$ cat config.mk
export PLATFORM = sky130hd
export DESIGN_NAME = speaker_envelope_pwm
export DESIGN_NICKNAME = d
export VERILOG_FILES = /design/src/rtl/speaker_envelope_pwm.sv
export SDC_FILE = /design/constraint.sdc
export NUM_CORES = 1
export LEC_CHECK = 0
export ABC_AREA = 1
export BUFFER_PORTS_ARGS = -buffer_cell sky130_fd_sc_hd__buf_4
export CORE_MARGIN = 2
export CORE_UTILIZATION = 62
export DETAILED_ROUTE_END_ITERATION = 8
export PLACE_DENSITY = 0.79
export RECOVER_POWER = 25
export SLEW_MARGIN = 20
export SYNTH_ARGS = -nofsm -noshare
export SYNTH_HDL_FRONTEND = slang
export SYNTH_SLANG_ARGS = --single-unit
$ cat constraint.sdc
create_clock -name clk -period 8 [get_ports clk]
set_input_delay 2 -clock clk [delete_from_list [all_inputs] [get_ports clk]]
set_output_delay 2 -clock clk [all_outputs]
set_load 0.05 [all_outputs]
$ cat src/rtl/speaker_envelope_pwm.sv
// ADSR envelope and master volume applied to the synchronized tone, producing an amplitude-modulated PWM speaker drive.
// Optional tremolo in SUSTAIN is enabled by defining SPK_ENV_TREMOLO_EN.
module speaker_envelope_pwm #(
    parameter int ATTACK_STEP_CYC  = 4096,
    parameter int DECAY_STEP_CYC   = 8192,
    parameter int RELEASE_STEP_CYC = 16384,
    parameter int SUSTAIN_LEVEL    = 160
`ifdef SPK_ENV_TREMOLO_EN
    ,
    parameter int TREM_STEP_CYC    = 65536
`endif
) (
    input  logic       clk,
    input  logic       rst_n,
    input  logic       tone_in,
    input  logic       note_start,
    input  logic       note_end,
    input  logic [3:0] volume,
    output logic       speaker,
    output logic [7:0] env_level,
    output logic       busy
);

    localparam int MAX_AD   = (ATTACK_STEP_CYC > DECAY_STEP_CYC) ? ATTACK_STEP_CYC : DECAY_STEP_CYC;
    localparam int MAX_STEP = (MAX_AD > RELEASE_STEP_CYC) ? MAX_AD : RELEASE_STEP_CYC;
    localparam int CW       = $clog2(MAX_STEP + 1);
    localparam logic [7:0] SUS_L  = 8'(SUSTAIN_LEVEL);
    localparam logic [7:0] SUS_P1 = 8'(SUSTAIN_LEVEL + 1);

    typedef enum logic [2:0] {
        S_IDLE    = 3'd0,
        S_ATTACK  = 3'd1,
        S_DECAY   = 3'd2,
        S_SUSTAIN = 3'd3,
        S_RELEASE = 3'd4
    } state_t;

    state_t          state_q, state_d;
    logic [CW-1:0]   step_q, step_d, step_lim_s;
    logic [7:0]      env_q, env_d;
    logic [7:0]      pwm_q, pwm_d;
    logic [1:0]      sync_q;
    logic            speaker_q, speaker_d;
    logic            busy_q, busy_d;
    logic            step_hit_s;
    logic [4:0]      vol_p1_s;
    logic [11:0]     prod_s;
    logic [7:0]      amp_s;
    logic [3:0]      unused_frac_s;

`ifdef SPK_ENV_TREMOLO_EN
    localparam int TW = $clog2(TREM_STEP_CYC + 1);
    logic [TW-1:0] tcnt_q, tcnt_d;
    logic [4:0]    tri_lvl_q, tri_lvl_d;
    logic          dir_up_q, dir_up_d;
    logic          trem_run_s;
    logic [7:0]    trem_env_s;

    // Triangle generator: runs only while SUSTAIN is held, otherwise parked at zero.
    always_comb begin
        tcnt_d     = '0;
        tri_lvl_d  = 5'd0;
        dir_up_d   = 1'b1;
        trem_run_s = (state_q == S_SUSTAIN) && !note_start && !note_end;
        if (trem_run_s) begin
            if (tcnt_q == TW'(TREM_STEP_CYC - 1)) begin
                tcnt_d = '0;
                if (dir_up_q) begin
                    tri_lvl_d = tri_lvl_q + 5'd1;
                    dir_up_d  = (tri_lvl_q != 5'd30);
                end else begin
                    tri_lvl_d = tri_lvl_q - 5'd1;
                    dir_up_d  = (tri_lvl_q == 5'd1);
                end
            end else begin
                tcnt_d    = tcnt_q + TW'(1);
                tri_lvl_d = tri_lvl_q;
                dir_up_d  = dir_up_q;
            end
        end else begin
            tcnt_d = '0;
        end
        if ({3'b000, tri_lvl_d} > SUS_L) begin
            trem_env_s = 8'd0;
        end else begin
            trem_env_s = SUS_L - {3'b000, tri_lvl_d};
        end
    end

    // Tremolo state registers.
    always_ff @(posedge clk) begin
        if (!rst_n) begin
            tcnt_q    <= '0;
            tri_lvl_q <= 5'd0;
            dir_up_q  <= 1'b1;
        end else begin
            tcnt_q    <= tcnt_d;
            tri_lvl_q <= tri_lvl_d;
            dir_up_q  <= dir_up_d;
        end
    end
`endif

    // Step period of the current state; SUSTAIN and IDLE never step.
    always_comb begin
        case (state_q)
            S_ATTACK:  step_lim_s = CW'(ATTACK_STEP_CYC - 1);
            S_DECAY:   step_lim_s = CW'(DECAY_STEP_CYC - 1);
            S_RELEASE: step_lim_s = CW'(RELEASE_STEP_CYC - 1);
            default:   step_lim_s = '0;
        endcase
        step_hit_s = (step_q == step_lim_s);
    end

    // Envelope FSM: note events take priority over a coinciding step, note_start over note_end.
    always_comb begin
        state_d = state_q;
        env_d   = env_q;
        step_d  = '0;
        case (state_q)
            S_IDLE: begin
                env_d = 8'd0;
                if (note_start) begin
                    state_d = S_ATTACK;
                end else begin
                    state_d = S_IDLE;
                end
            end
            S_ATTACK: begin
                if (note_start) begin
                    state_d = S_ATTACK;
                end else if (note_end) begin
                    state_d = S_RELEASE;
                end else if (step_hit_s) begin
                    if (env_q >= 8'd254) begin
                        env_d   = 8'd255;
                        state_d = S_DECAY;
                    end else begin
                        env_d = env_q + 8'd1;
                    end
                end else begin
                    step_d = step_q + CW'(1);
                end
            end
            S_DECAY: begin
                if (note_start) begin
                    state_d = S_ATTACK;
                end else if (note_end) begin
                    state_d = S_RELEASE;
                end else if (step_hit_s) begin
                    if (env_q <= SUS_P1) begin
                        env_d   = SUS_L;
                        state_d = S_SUSTAIN;
                    end else begin
                        env_d = env_q - 8'd1;
                    end
                end else begin
                    step_d = step_q + CW'(1);
                end
            end
            S_SUSTAIN: begin
                if (note_start) begin
                    state_d = S_ATTACK;
                end else if (note_end) begin
                    state_d = S_RELEASE;
                end else begin
`ifdef SPK_ENV_TREMOLO_EN
                    env_d = trem_env_s;
`else
                    env_d = SUS_L;
`endif
                end
            end
            S_RELEASE: begin
                if (note_start) begin
                    state_d = S_ATTACK;
                end else if (step_hit_s) begin
                    if (env_q <= 8'd1) begin
                        env_d   = 8'd0;
                        state_d = S_IDLE;
                    end else begin
                        env_d = env_q - 8'd1;
                    end
                end else begin
                    step_d = step_q + CW'(1);
                end
            end
            default: begin
                state_d = S_IDLE;
                env_d   = 8'd0;
            end
        endcase
    end

    // Amplitude scaling and PWM compare feeding the registered speaker output.
    always_comb begin
        vol_p1_s      = {1'b0, volume} + 5'd1;
        prod_s        = {4'd0, env_q} * {7'd0, vol_p1_s};
        amp_s         = prod_s[11:4];
        unused_frac_s = prod_s[3:0];
        pwm_d         = pwm_q + 8'd1;
        speaker_d     = sync_q[1] & (pwm_q < amp_s);
        busy_d        = (state_d != S_IDLE);
    end

    // State, counters, synchronizer and output registers.
    always_ff @(posedge clk) begin
        if (!rst_n) begin
            state_q   <= S_IDLE;
            step_q    <= '0;
            env_q     <= 8'd0;
            pwm_q     <= 8'd0;
            sync_q    <= 2'b00;
            speaker_q <= 1'b0;
            busy_q    <= 1'b0;
        end else begin
            state_q   <= state_d;
            step_q    <= step_d;
            env_q     <= env_d;
            pwm_q     <= pwm_d;
            sync_q    <= {sync_q[0], tone_in};
            speaker_q <= speaker_d;
            busy_q    <= busy_d;
        end
    end

    assign speaker   = speaker_q;
    assign env_level = env_q;
    assign busy      = busy_q;

endmodule

# Yosys cells after proc, flatten, opt, wreduce, memory -nomap -nowiden
# Cells that the tools add are included.
[word_totals]
inputBits = 9
register_bits = 38
out_inout_bits = 10
word_cells = 72
[op_classes]
n_eq_ne = 15
n_reduce_logical = 4
addsub = 5
n_bitwise = 1
magnitude_cmp = 4
n_mul = 1
muxes = 35
[op_table]
columns = ["op", "count"]
rows = [
  ["$mux 8", 13],
  ["$mux 15", 4],
  ["$pmux 14 s3", 1],
  ["$mux 3", 13],
  ["$pmux 8 s4", 1],
  ["$pmux 15 s2", 1],
  ["$ne 2x2->1 const B", 10],
  ["$add 8x1->8 const B", 2],
  ["$add 15x1->15 const B", 1],
  ["$eq 15x15->1", 1],
  ["$pmux 3 s5", 1],
  ["$mul 8x5->12", 1],
  ["$reduce_and 10->1", 1],
  ["$ge 8x8->1 const B", 1],
  ["$le 8x1->1 const B", 1],
  ["$le 8x8->1 const B", 1],
  ["$lt 8x8->1", 1],
  ["$sub 8x1->8 const B", 1],
  ["$eq 3x2->1 const B", 2],
  ["$add 4x1->5 const B", 1],
  ["$eq 3x1->1 const B", 1],
  ["$eq 3x3->1 const B", 1],
  ["$logic_not 3->1", 1],
  ["$reduce_bool 3->1", 1],
  ["3 further kinds", 3],
]

# Logic depth before layout (Yosys ltp)
# Gate-level depths: netlist of run 1.
[logic_depth]
depth_word = 8
depth_mapped = 28
mapped_depth_nobuf = 28

# Worst setup path before layout of run 1
# OpenSTA, ideal clock, no wires.
[synth_path]
path_kind = "in2reg"
startpoint = "input volume[0]"
endpoint = "register speaker_q (netlist: speaker)"
arrival_ns = 6.100
cell_stages = 25
slack_ns = 1.836
path_cell_list = "ha_1 > xor2_1 > inv_1 > nor2_1 > fa_1 > fa_1 > inv_1 > fa_1 > inv_1 > ha_1 > a21oi_1 > nor2_1 > a211oi_1 > nand2_1 > nand2_1 > nand2_1 > o21ai_1 > or2_0 > nand2_1 > ha_1 > nand2_1 > inv_1 > a311oi_1 > nand2_1 > nor2_1"
[synth_between]
elab_chain_cells = 4
[synth_rtl]
columns = ["element", "line_no", "rtl"]
rows = [
  ["start, declared", "18", "input logic [3:0] volume,"],
  ["$add 4x1->5", "197", "vol_p1_s = {1'b0, volume} + 5'd1;"],
  ["$mul 8x5->12", "198", "prod_s = {4'd0, env_q} * {7'd0, vol_p1_s};"],
  ["$lt 8x8->1", "202", "speaker_d = sync_q[1] & (pwm_q < amp_s);"],
  ["$and 1x1->1", "202", ""],
  ["end signal, assigned", "222", "speaker_q <= speaker_d;"],
  ["end, declared", "43", "logic speaker_q, speaker_d;"],
]
# No other way between the ends.
# A chain may end at the register's enable or synchronous reset.

# Worst setup path after layout of run 1
# Ends and elaborated chain as after synthesis.

==> flow_summary_export.csv, run 1 <==
group,metric,value,unit
status,status,"complete, no violations",
global_route,grt_overflow,0,
clocking,clk_pin_slew_worst_paths,0.07,ns
timing,slew_violations,0,
placement,port_buffers,18,
layout,syn_to_final_growth,7.516,%
synthesis,avgSynthCellArea,6.793,um2
route,drt-total-wl,7106,um
die,num_rows,27,
global_route,grtUsageMet3,4.299,%
timing,maxSlewHeadroom,58.01,%
timing,setup_viol,0,
synthesis,synth_cell_types,40,
synthesis,synth_top_area_share,21.45,%
global_route,grt_max_degree,14,
synthesis,syn_inst,522,
synthesis,ys_warn_count,0,
route,viasPerCell,5.132,
worst_setup_path,critPathCaptureType,"flop",
clocking,cts-root-buf,"clkbuf_8",
clocking,cts_buffers,5,
pwr,p_total,0.4114,mW
clocking,cts_resized,0,
worst_setup_path,path_common_cell,"nand2_1",
placement,dpl.hpwl,5760,um
layout,antenna_cells,0,
synthesis,seq_area_frac_synth,21.45,%
die,die_h,79.63,um
clocking,ctsHoldBuffers,0,
synthesis,synth_edf_count,0,
route,drc,0,
worst_setup_path,critPathRequiredTime,8.23,ns
synthesis,syn_nets,579,
timing,hold_viol,0,
clocking,clockBufferDepth,2,
global_route,use_met1,32.91,%
die,dieArea,6340,um2
worst_setup_path,cp_max_fo,5,
timing,period_share,80.21,%
route,ant_nets,0,
pwr,powerDensity,107.9,nW/um2
synthesis,synth_area,3546,um2
timing,max_freq,155.8,MHz
timing,final.setup.tns,0,ns
pwr,vdd_drop_max,0.08729,mV
placement,place_congestion,0.8989,
worst_setup_path,critPathTopFamily,"adder cells",
layout,nets,596,
global_route,use_met2,41.09,%
timing,rsz0062_at_grt,"no",
layout,drive_gt1_share,9.630,%
route,drt_iter0_drc,197,
layout,final_util,69.23,%
layout,nFillCells,475,
route,wl_per_cell,11.61,um
route,drt_first_pass_iters,5,
timing,finClkSkew,0.01074,ns
synthesis,synthTopCellsByArea,"dfxtp_1 21%, nand2_1 13%, ha_1 11%",
worst_setup_path,worstSetupPathType,"in2reg",
global_route,antenna_found_initial,0,
die,core_area,5507,um2
global_route,grt_pass1_wl,12590,um
clocking,numClockSinks,38,
route,vias,3141,
worst_setup_path,crit_arrival,6.65,ns
global_route,busiest_layer,"met2",
die,ios,19,
pwr,power.leakage,1.882,nW
placement,placed_area,3711,um2
die,initial_core_util,64.39,%
synthesis,yosysTopAreaCell,"dfxtp_1",
synthesis,ys.flop_type,"dfxtp_1",
global_route,grt.total_usage,24.71,%
clocking,clock_latency,0.30,ns
flow_run,maxCapViolCount,0,
worst_setup_path,slowest_delay,0.55,ns
timing,final.min_clock_period,6.417,ns
synthesis,ys_async_sr_fraction,0,%
synthesis,ys_seq_elements,38,
worst_setup_path,cp_slowest_cell,"fa_1",
clocking,h-tree-depth,2,
layout,final_area,3812,um2
worst_setup_path,cp-start-kind,"input port",
worst_hold_path,hold_class,"reg2reg",
clocking,cts_setup_buffers,0,
die,chipWidth,79.63,um
clocking,cts_tree,"done",
timing,whs,0.4231,ns
timing,worst_pin_slew,0.6292,ns
worst_setup_path,path_buf_inv,4,
global_route,grt_pass1_vias,2975,
[registers in the layout, summed over array words and instances (netlist names)]
| register | flops |
|---|---|
| busy | 1 |
| pwm_q | 8 |
| step_q | 15 |
| sync_q | 2 |
| speaker | 1 |
| state_q | 3 |
| env_level | 8 |
[cell usage after synthesis, types with 2 or more instances]
cell type and instances:
nor4_1 3, nand3_2 3, nand3_1 28, xnor2_1 8, inv_2 2, nand2_4 3, fa_1 16, inv_1 88
a21oi_2 7, nor3_1 8, clkbuf_8 2, nand2_1 124, nand2_2 6, clkinv_1 2, xor2_1 18, nand4_1 3
buf_2 5, dfxtp_1 38, o21ai_0 22, nor2_1 69, a21oi_1 16, ha_1 32, nor2_2 2
[power breakdown]
part,switching [mW],leakage (nW),internal (mW)
Combinational,0.0354,1.52,0.0173
Sequential,0.00357,0.308,0.192
Clock,0.0711,0.0579,0.0918
[cells in the final DEF, fill, tap and decap left out, types with 2 or more instances in the layout]
cell type  count
a21oi_1       16
a21oi_2        7
buf_4         16
clkbuf_1       2
clkbuf_8       5
clkinv_1       2
clkinv_2       2
dfxtp_1       38
fa_1          16
ha_1          32
inv_1         88
inv_2          2
nand2_1      124
nand2_2        6
nand2_4        3
nand3_1       28
nand3_2        3
nand4_1        3
nor2_1        69
nor2_2         2
nor3_1         8
nor4_1         3
o21ai_0       22
xnor2_1        8
xor2_1        18
[logic make-up (layout without fill, tap and decap cells)]
group,count (synthesis),count (layout),synth area share [%]
XOR/XNOR,26,26,6.422
adder cells (fa/ha/maj),48,48,20.32
AO/OA/AOI/OAI,53,53,8.787
flip-flops,38,38,21.45
AND/OR/NAND/NOR,255,255,31.16
buffers and inverters,102,120,11.86
[per-layer routing]
layer	routed length, um	up-vias
met2	3355	72
li1	-	1658
met1	3352	1400
met5	0	-
met3	309	11
met4	89	0
[worst reg2reg max path, stage by stage, from the launching register on]
cell and delay, ns:
dfxtp_1 0.59, inv_1 0.20, nor2_1 0.20, fa_1 0.45, fa_1 0.55, inv_1 0.06
fa_1 0.54, inv_1 0.04, ha_1 0.33, a21oi_1 0.16, nor2_1 0.06, a211oi_1 0.18
nand2_1 0.14, nand2_1 0.08, nand2_1 0.05, o21ai_1 0.09, or2_0 0.13, nand2_1 0.05
ha_1 0.30, nand2_1 0.08, nand3_1 0.07, a311oi_1 0.21, nand2_1 0.08, nor2_1 0.08
[layout make-up]
class / instances / area, um2 / area share, %
Multi-Input combinational cell: 382 / 2365 / 62.03
Clock buffer: 5 / 68.82 / 1.805
Inverter: 94 / 360.3 / 9.452
Sequential cell: 38 / 760.7 / 19.95
Timing Repair Buffer: 18 / 127.6 / 3.348
Clock inverter: 3 / 40.04 / 1.050
Tap cell: 72 / 90.09 / 2.363
[per-stage QoR]
step	instances	setup WS [ns]
final	612	1.583
after global routing	612	1.228
after CTS	612	1.596
after detailed placement	604	1.324
after global placement	604	1.508
after floorplan	522	1.836
[path summary, 6_finish.rpt]
path                            slack, ns                      start  depth (start not counted)                   end
worst min register to register       0.42       sync_q[0]$_SDFF_PN0_                          2  sync_q[1]$_SDFF_PN0_
worst min-delay path                 0.42       sync_q[0]$_SDFF_PN0_                          2  sync_q[1]$_SDFF_PN0_
worst max register to register       3.23  env_level[2]$_SDFFE_PN0P_                         23    speaker$_SDFF_PN0_
worst max-delay path                 1.58                  volume[0]                         26    speaker$_SDFF_PN0_
Power figures use the tool's default switching activity.
==> run 2: changes to the inputs <==
--- a/config.mk
+++ b/config.mk
@@ -8,9 +8,9 @@
 export ABC_AREA = 1
 export BUFFER_PORTS_ARGS = -buffer_cell sky130_fd_sc_hd__buf_4
 export CORE_MARGIN = 2
-export CORE_UTILIZATION = 62
+export CORE_UTILIZATION = 56
 export DETAILED_ROUTE_END_ITERATION = 8
-export PLACE_DENSITY = 0.79
+export PLACE_DENSITY = 0.75
 export RECOVER_POWER = 25
 export SLEW_MARGIN = 20
 export SYNTH_ARGS = -nofsm -noshare
==> constraint.sdc (replaced) <==
create_clock -name clk -period 5.2 [get_ports clk]
set_input_delay 1.3 -clock clk [delete_from_list [all_inputs] [get_ports clk]]
set_output_delay 1.3 -clock clk [all_outputs]
set_load 0.05 [all_outputs]
==> run 2 against run 1 <==
Against the previous run: die area increased by 10%; routed wire length increased by 7.3%; first-iteration DRC count decreased by 32%.
==> flow_summary_export.csv, run 2 (synthesis gave the netlist of run 1 again) <==
group,metric,value,unit
route,vias,3291,
timing,final.min_clock_period,5.120,ns
global_route,grt_overflow,0,
global_route,grt_pass1_wl,13010,um
worst_hold_path,hold_class,"reg2reg",
pwr,sw_frac_of_total,29.10,%
worst_setup_path,ff2ff_setup_slack,0.87,ns
timing,worst_pin_slew,0.6418,ns
pwr,internal_power,0.4386,mW
pwr,power.leakage,1.983,nW
flow_run,maxCapViolCount,0,
route,drt_iter0_drc,134,
die,ios,19,
placement,dpl.hpwl,5986,um
worst_setup_path,critPathCaptureType,"flop",
worst_setup_path,cp_max_fo,3,
die,num_rows,28,
clocking,h-tree-depth,2,
timing,max_freq,195.3,MHz
layout,layout_commonest_cell,"nand2_1",
clocking,cts_buffers,5,
worst_setup_path,slowest_delay,0.53,ns
pwr,p_comb_share,15.7,%
layout,drive_gt1_share,19.57,%
clocking,clockBufferDepth,2,
layout,finalNonFillerCells,637,
timing,final.setup.tns,0,ns
die,core_area,6026,um2
timing,period_share,98.46,%
worst_hold_path,hp-start,"sync_q[0]$_SDFF_PN0_",
clocking,clk_pin_slew_worst_paths,0.08,ns
global_route,grt_pass1_vias,2994,
timing,slew_violations,0,
route,drt-total-wl,7623,um
global_route,grt.total_usage,21.96,%
layout,top_register,"step_q",
placement,port_buffers,18,
clocking,clock_latency,0.29,ns
layout,final_cell_mix,"114 x nand2_1, 82 x inv_1, 63 x nor2_1, 39 x buf_4, 38 x dfxtp_1",
placement,place_congestion,0.9436,
pwr,powerDensity,148.2,nW/um2
route,drc,0,
clocking,cts-root-buf,"clkbuf_8",
worst_setup_path,regToRegEndpoint,"speaker$_SDFF_PN0_",
worst_setup_path,cp_slowest_cell,"fa_1",
pwr,power_frac_clock,35.6,%
die,dieArea,6985,um2
die,chipWidth,83.58,um
clocking,ctsHoldBuffers,0,
global_route,antenna_found_initial,0,
die,die_h,83.58,um
status,status,"complete, no violations",
worst_setup_path,rr_startpoint,"env_level[2]$_SDFFE_PN0P_",
route,viasPerCell,5.166,
worst_setup_path,crit_end,"speaker$_SDFF_PN0_",
timing,hold_viol,0,
pwr,p_total,0.6186,mW
worst_setup_path,critPathRequiredTime,5.43,ns
route,drt_first_pass_iters,5,
worst_setup_path,cp-start-kind,"input port",
timing,rsz0062_at_grt,"yes",
pwr,p_switching,0.1800,mW
layout,largest_reg_flops,15,
placement,place_inst,626,
route,wl_per_cell,11.97,um
worst_setup_path,rr_worst_depth,23,
layout,syn_to_final_growth,17.71,%
clocking,cts_tree,"done",
timing,setup_viol,0,
clocking,numClockSinks,38,
layout,nets,618,
layout,antenna_cells,0,
timing,finClkSkew,0.006562,ns
layout,final_util,69.27,%
worst_setup_path,critPathLaunch,"volume[1]",
timing,maxSlewHeadroom,57.17,%
pwr,vdd_drop_max,0.1287,mV
pwr,power_frac_seq,48.7,%
worst_setup_path,worstSetupPathType,"in2reg",
worst_setup_path,crit_arrival,5.35,ns
global_route,grt_max_degree,14,
route,ant_nets,0,
die,initial_core_util,58.85,%
## run 2: layer usage
metal  GRT usage (%)  wire length, um
met3           3.165              311
met2           37.38             3627
met5               0                0
met4           5.865              110
met1           29.12             3573
## run 2: what timing repair did
action	CTS	global route
resized for setup	1	22
endpoints found under the setup margin	1	1
pin swaps	1	24
buffers inserted	1	2
## run 2: power groups by stage
stage | clock (mW) | sequential, mW | combinational [mW]
2_1_floorplan | 0 | 0.312 | 0.0590
3_3_place_gp | 0 | 0.308 | 0.0896
3_5_place_dp | 0 | 0.308 | 0.0914
4_1_cts | 0.225 | 0.301 | 0.0942
5_1_grt | 0.238 | 0.302 | 0.109
6_report | 0.220 | 0.301 | 0.0970
## run 2: layout make-up
cell class                      instances  area [um2]
Clock inverter                          2       12.51
Sequential cell                        38       760.7
Fill cell                             531        1852
Clock buffer                            6       82.58
Inverter                               94       362.8
Tap cell                               75       93.84
Timing Repair Buffer                   40       304.0
Multi-Input combinational cell        382        2557
## run 2: through the flow
step	worst slack [ns]	hold slack [ns]	area, um2
after global routing	-0.1456	0.4574	4174
after CTS	0.001082	0.4336	4063
final	0.08023	0.4194	4174
after floorplan	-0.02420	0.3905	3637
after detailed placement	-0.3777	0.4195	3949
after global placement	-0.2583	0.4030	3949
## run 2: worst min-delay path by stage
| stage | cells past startpoint | to |
|---|---|---|
| 3_5_place_dp | 2 | sync_q[1]$_SDFF_PN0_ |
| 4_1_cts | 2 | sync_q[1]$_SDFF_PN0_ |
| 3_3_place_gp | 2 | sync_q[1]$_SDFF_PN0_ |
| 6_report | 2 | sync_q[1]$_SDFF_PN0_ |
| 2_1_floorplan | 2 | sync_q[1]$_SDFF_PN0_ |
| 5_1_grt | 2 | sync_q[1]$_SDFF_PN0_ |
## run 2: critical path: cells and delay by family
kind / cells / cell delay, ns
compound gates: 2 / 0.24
fa+ha+maj: 6 / 2.13
buf+inv: 5 / 0.38
simple gates: 15 / 1.31
==> run 3: changes to the inputs <==
--- a/config.mk
+++ b/config.mk
@@ -7,6 +7,7 @@
 export LEC_CHECK = 0
 export ABC_AREA = 1
 export BUFFER_PORTS_ARGS = -buffer_cell sky130_fd_sc_hd__buf_4
+export CORE_ASPECT_RATIO = 0.9
 export CORE_MARGIN = 2
 export CORE_UTILIZATION = 56
 export DETAILED_ROUTE_END_ITERATION = 8
==> run 3 against run 2 <==
Against the previous run: maximum frequency up 1.8%; register-to-register slack about the same; sequential power about the same; sequential share of layout area is 0.071 points lower; power decreased by 0.12%; setup slack improved by 0.091 ns; sequential cell count did not move; routed wire length is 1.4% higher.
==> flow_summary_export.csv, run 3 (synthesis gave the netlist of run 1 again) <==
group,metric,value,unit
worst_setup_path,rr_worst_depth,23,
timing,final.min_clock_period,5.029,ns
clocking,cts_buffers,5,
timing,slew_violations,0,
layout,final_cell_mix,"116 x nand2_1, 83 x inv_1, 62 x nor2_1, 41 x buf_4, 38 x dfxtp_1",
worst_hold_path,holdPathStages,2,
pwr,powerDensity,147.4,nW/um2
pwr,power.leakage,1.999,nW
layout,nFillCells,526,
global_route,grt_pass1_vias,3174,
die,ios,19,
worst_setup_path,critPathCaptureType,"flop",
worst_setup_path,crit_arrival,5.26,ns
worst_setup_path,rr_startpoint,"env_level[2]$_SDFFE_PN0P_",
worst_setup_path,path_buf_inv,4,
die,initial_core_util,57.99,%
die,core_area,6115,um2
global_route,antenna_found_initial,0,
worst_setup_path,cp-start-kind,"input port",
placement,place_inst,641,
route,drc,0,
route,wl_per_cell,11.83,um
clocking,ctsHoldBuffers,0,
clocking,cts_tree,"done",
timing,setup_viol,0,
worst_setup_path,slowest_delay,0.58,ns
clocking,h-tree-depth,2,
layout,antenna_cells,0,
worst_setup_path,worstSetupPathType,"in2reg",
clocking,clock_latency,0.29,ns
layout,top_register,"step_q",
layout,seq_area,760.7,um2
flow_run,maxCapViolCount,0,
layout,multi_input_area,2527,um2
route,ant_nets,0,
die,dieArea,6985,um2
route,drt_iter0_drc,151,
global_route,grt_overflow,0,
timing,rsz0062_at_grt,"yes",
route,drt_first_pass_iters,4,
worst_setup_path,cp_num_cells,25,
placement,dpl.hpwl,6131,um
timing,setup_slack,0.1708,ns
timing,period_share,96.71,%
worst_setup_path,cp_slowest_cell,"fa_2",
layout,largest_reg_flops,15,
clocking,numClockSinks,38,
route,viasPerCell,5.064,
route,drt-total-wl,7726,um
worst_setup_path,cp_max_fo,3,
status,status,"complete, no violations",
placement,dp_slack,-0.3257,ns
die,die_h,79.49,um
worst_setup_path,path_common_cell,"nand2_1",
layout,nets,622,
route,vias,3307,
global_route,grt_max_degree,14,
placement,port_buffers,18,
timing,worst_pin_slew,0.6471,ns
worst_setup_path,critPathRequiredTime,5.43,ns
clocking,clockBufferDepth,2,
clocking,clk_pin_slew_worst_paths,0.07,ns
worst_setup_path,critPathLaunch,"volume[1]",
worst_hold_path,hp-start,"sync_q[0]$_SDFF_PN0_",
global_route,grt.total_usage,23.82,%
die,chipWidth,87.88,um
worst_hold_path,hold_class,"reg2reg",
placement,place_congestion,0.8675,
timing,finClkSkew,0.006301,ns
timing,whs,0.4235,ns
timing,max_freq,198.8,MHz
layout,finalNonFillerCells,653,
layout,syn_to_final_growth,18.17,%
layout,drive_gt1_share,19.43,%
clocking,cts-root-buf,"clkbuf_8",
die,num_rows,27,
global_route,grt_pass1_wl,13570,um
pwr,vdd_drop_max,0.1293,mV
layout,layout_commonest_cell,"nand2_1",
timing,hold_viol,0,
timing,maxSlewHeadroom,56.81,%
worst_setup_path,critPathTopFamily,"adder cells",
-- run 3: final timing paths --
check | end | slack [ns]
worst max-delay path | speaker$_SDFF_PN0_ | 0.17
worst min register to register | sync_q[1]$_SDFF_PN0_ | 0.42
worst max register to register | speaker$_SDFF_PN0_ | 0.87
worst min-delay path | sync_q[1]$_SDFF_PN0_ | 0.42
-- run 3: stage by stage --
stage	area, um2	utilization (%)	setup TNS (ns)	power [mW]
after floorplan	3637	-	-0.02420	0.3708
after global placement	3986	65.19	-0.2538	0.4008
after detailed placement	3986	65.19	-0.3257	0.4024
after CTS	4095	66.97	0	0.6188
after global routing	4190	68.53	-0.07383	0.6448
final	4190	68.53	0	0.6179
-- run 3: final cells by class --
class                           count  share of cell area, %
Timing Repair Buffer               44                  8.062
Tap cell                           87                  2.598
Clock inverter                      2                 0.2986
Sequential cell                    38                  18.15
Inverter                           94                  8.600
Clock buffer                        6                  1.971
Multi-Input combinational cell    382                  60.32
-- run 3: worst min-delay path: stages, from the launching register on --
cell	delay, ns
dfxtp_1	0.31
nand2_1	0.05
inv_1	0.04
-- run 3: where the power goes --
part	switching, mW	internal, mW	leakage [nW]
logic	0.0623	0.0408	1.64
registers	0.00521	0.296	0.308
clock network	0.107	0.107	0.0472
-- run 3: routing by layer --
metal	global-route usage [%]	vias to the layer above	routed length (um)
li1	-	1709	-
met1	32.41	1495	3715
met2	38.94	95	3579
met3	3.930	8	357
met4	6.615	0	73
met5	0	-	0
-- run 3: what timing repair did --
action                     4_1_cts  5_1_grt
gates cloned                     0        0
setup endpoints to repair        1        1
resized for setup                2       16
setup buffers                    0        4
pin swaps                        0       18
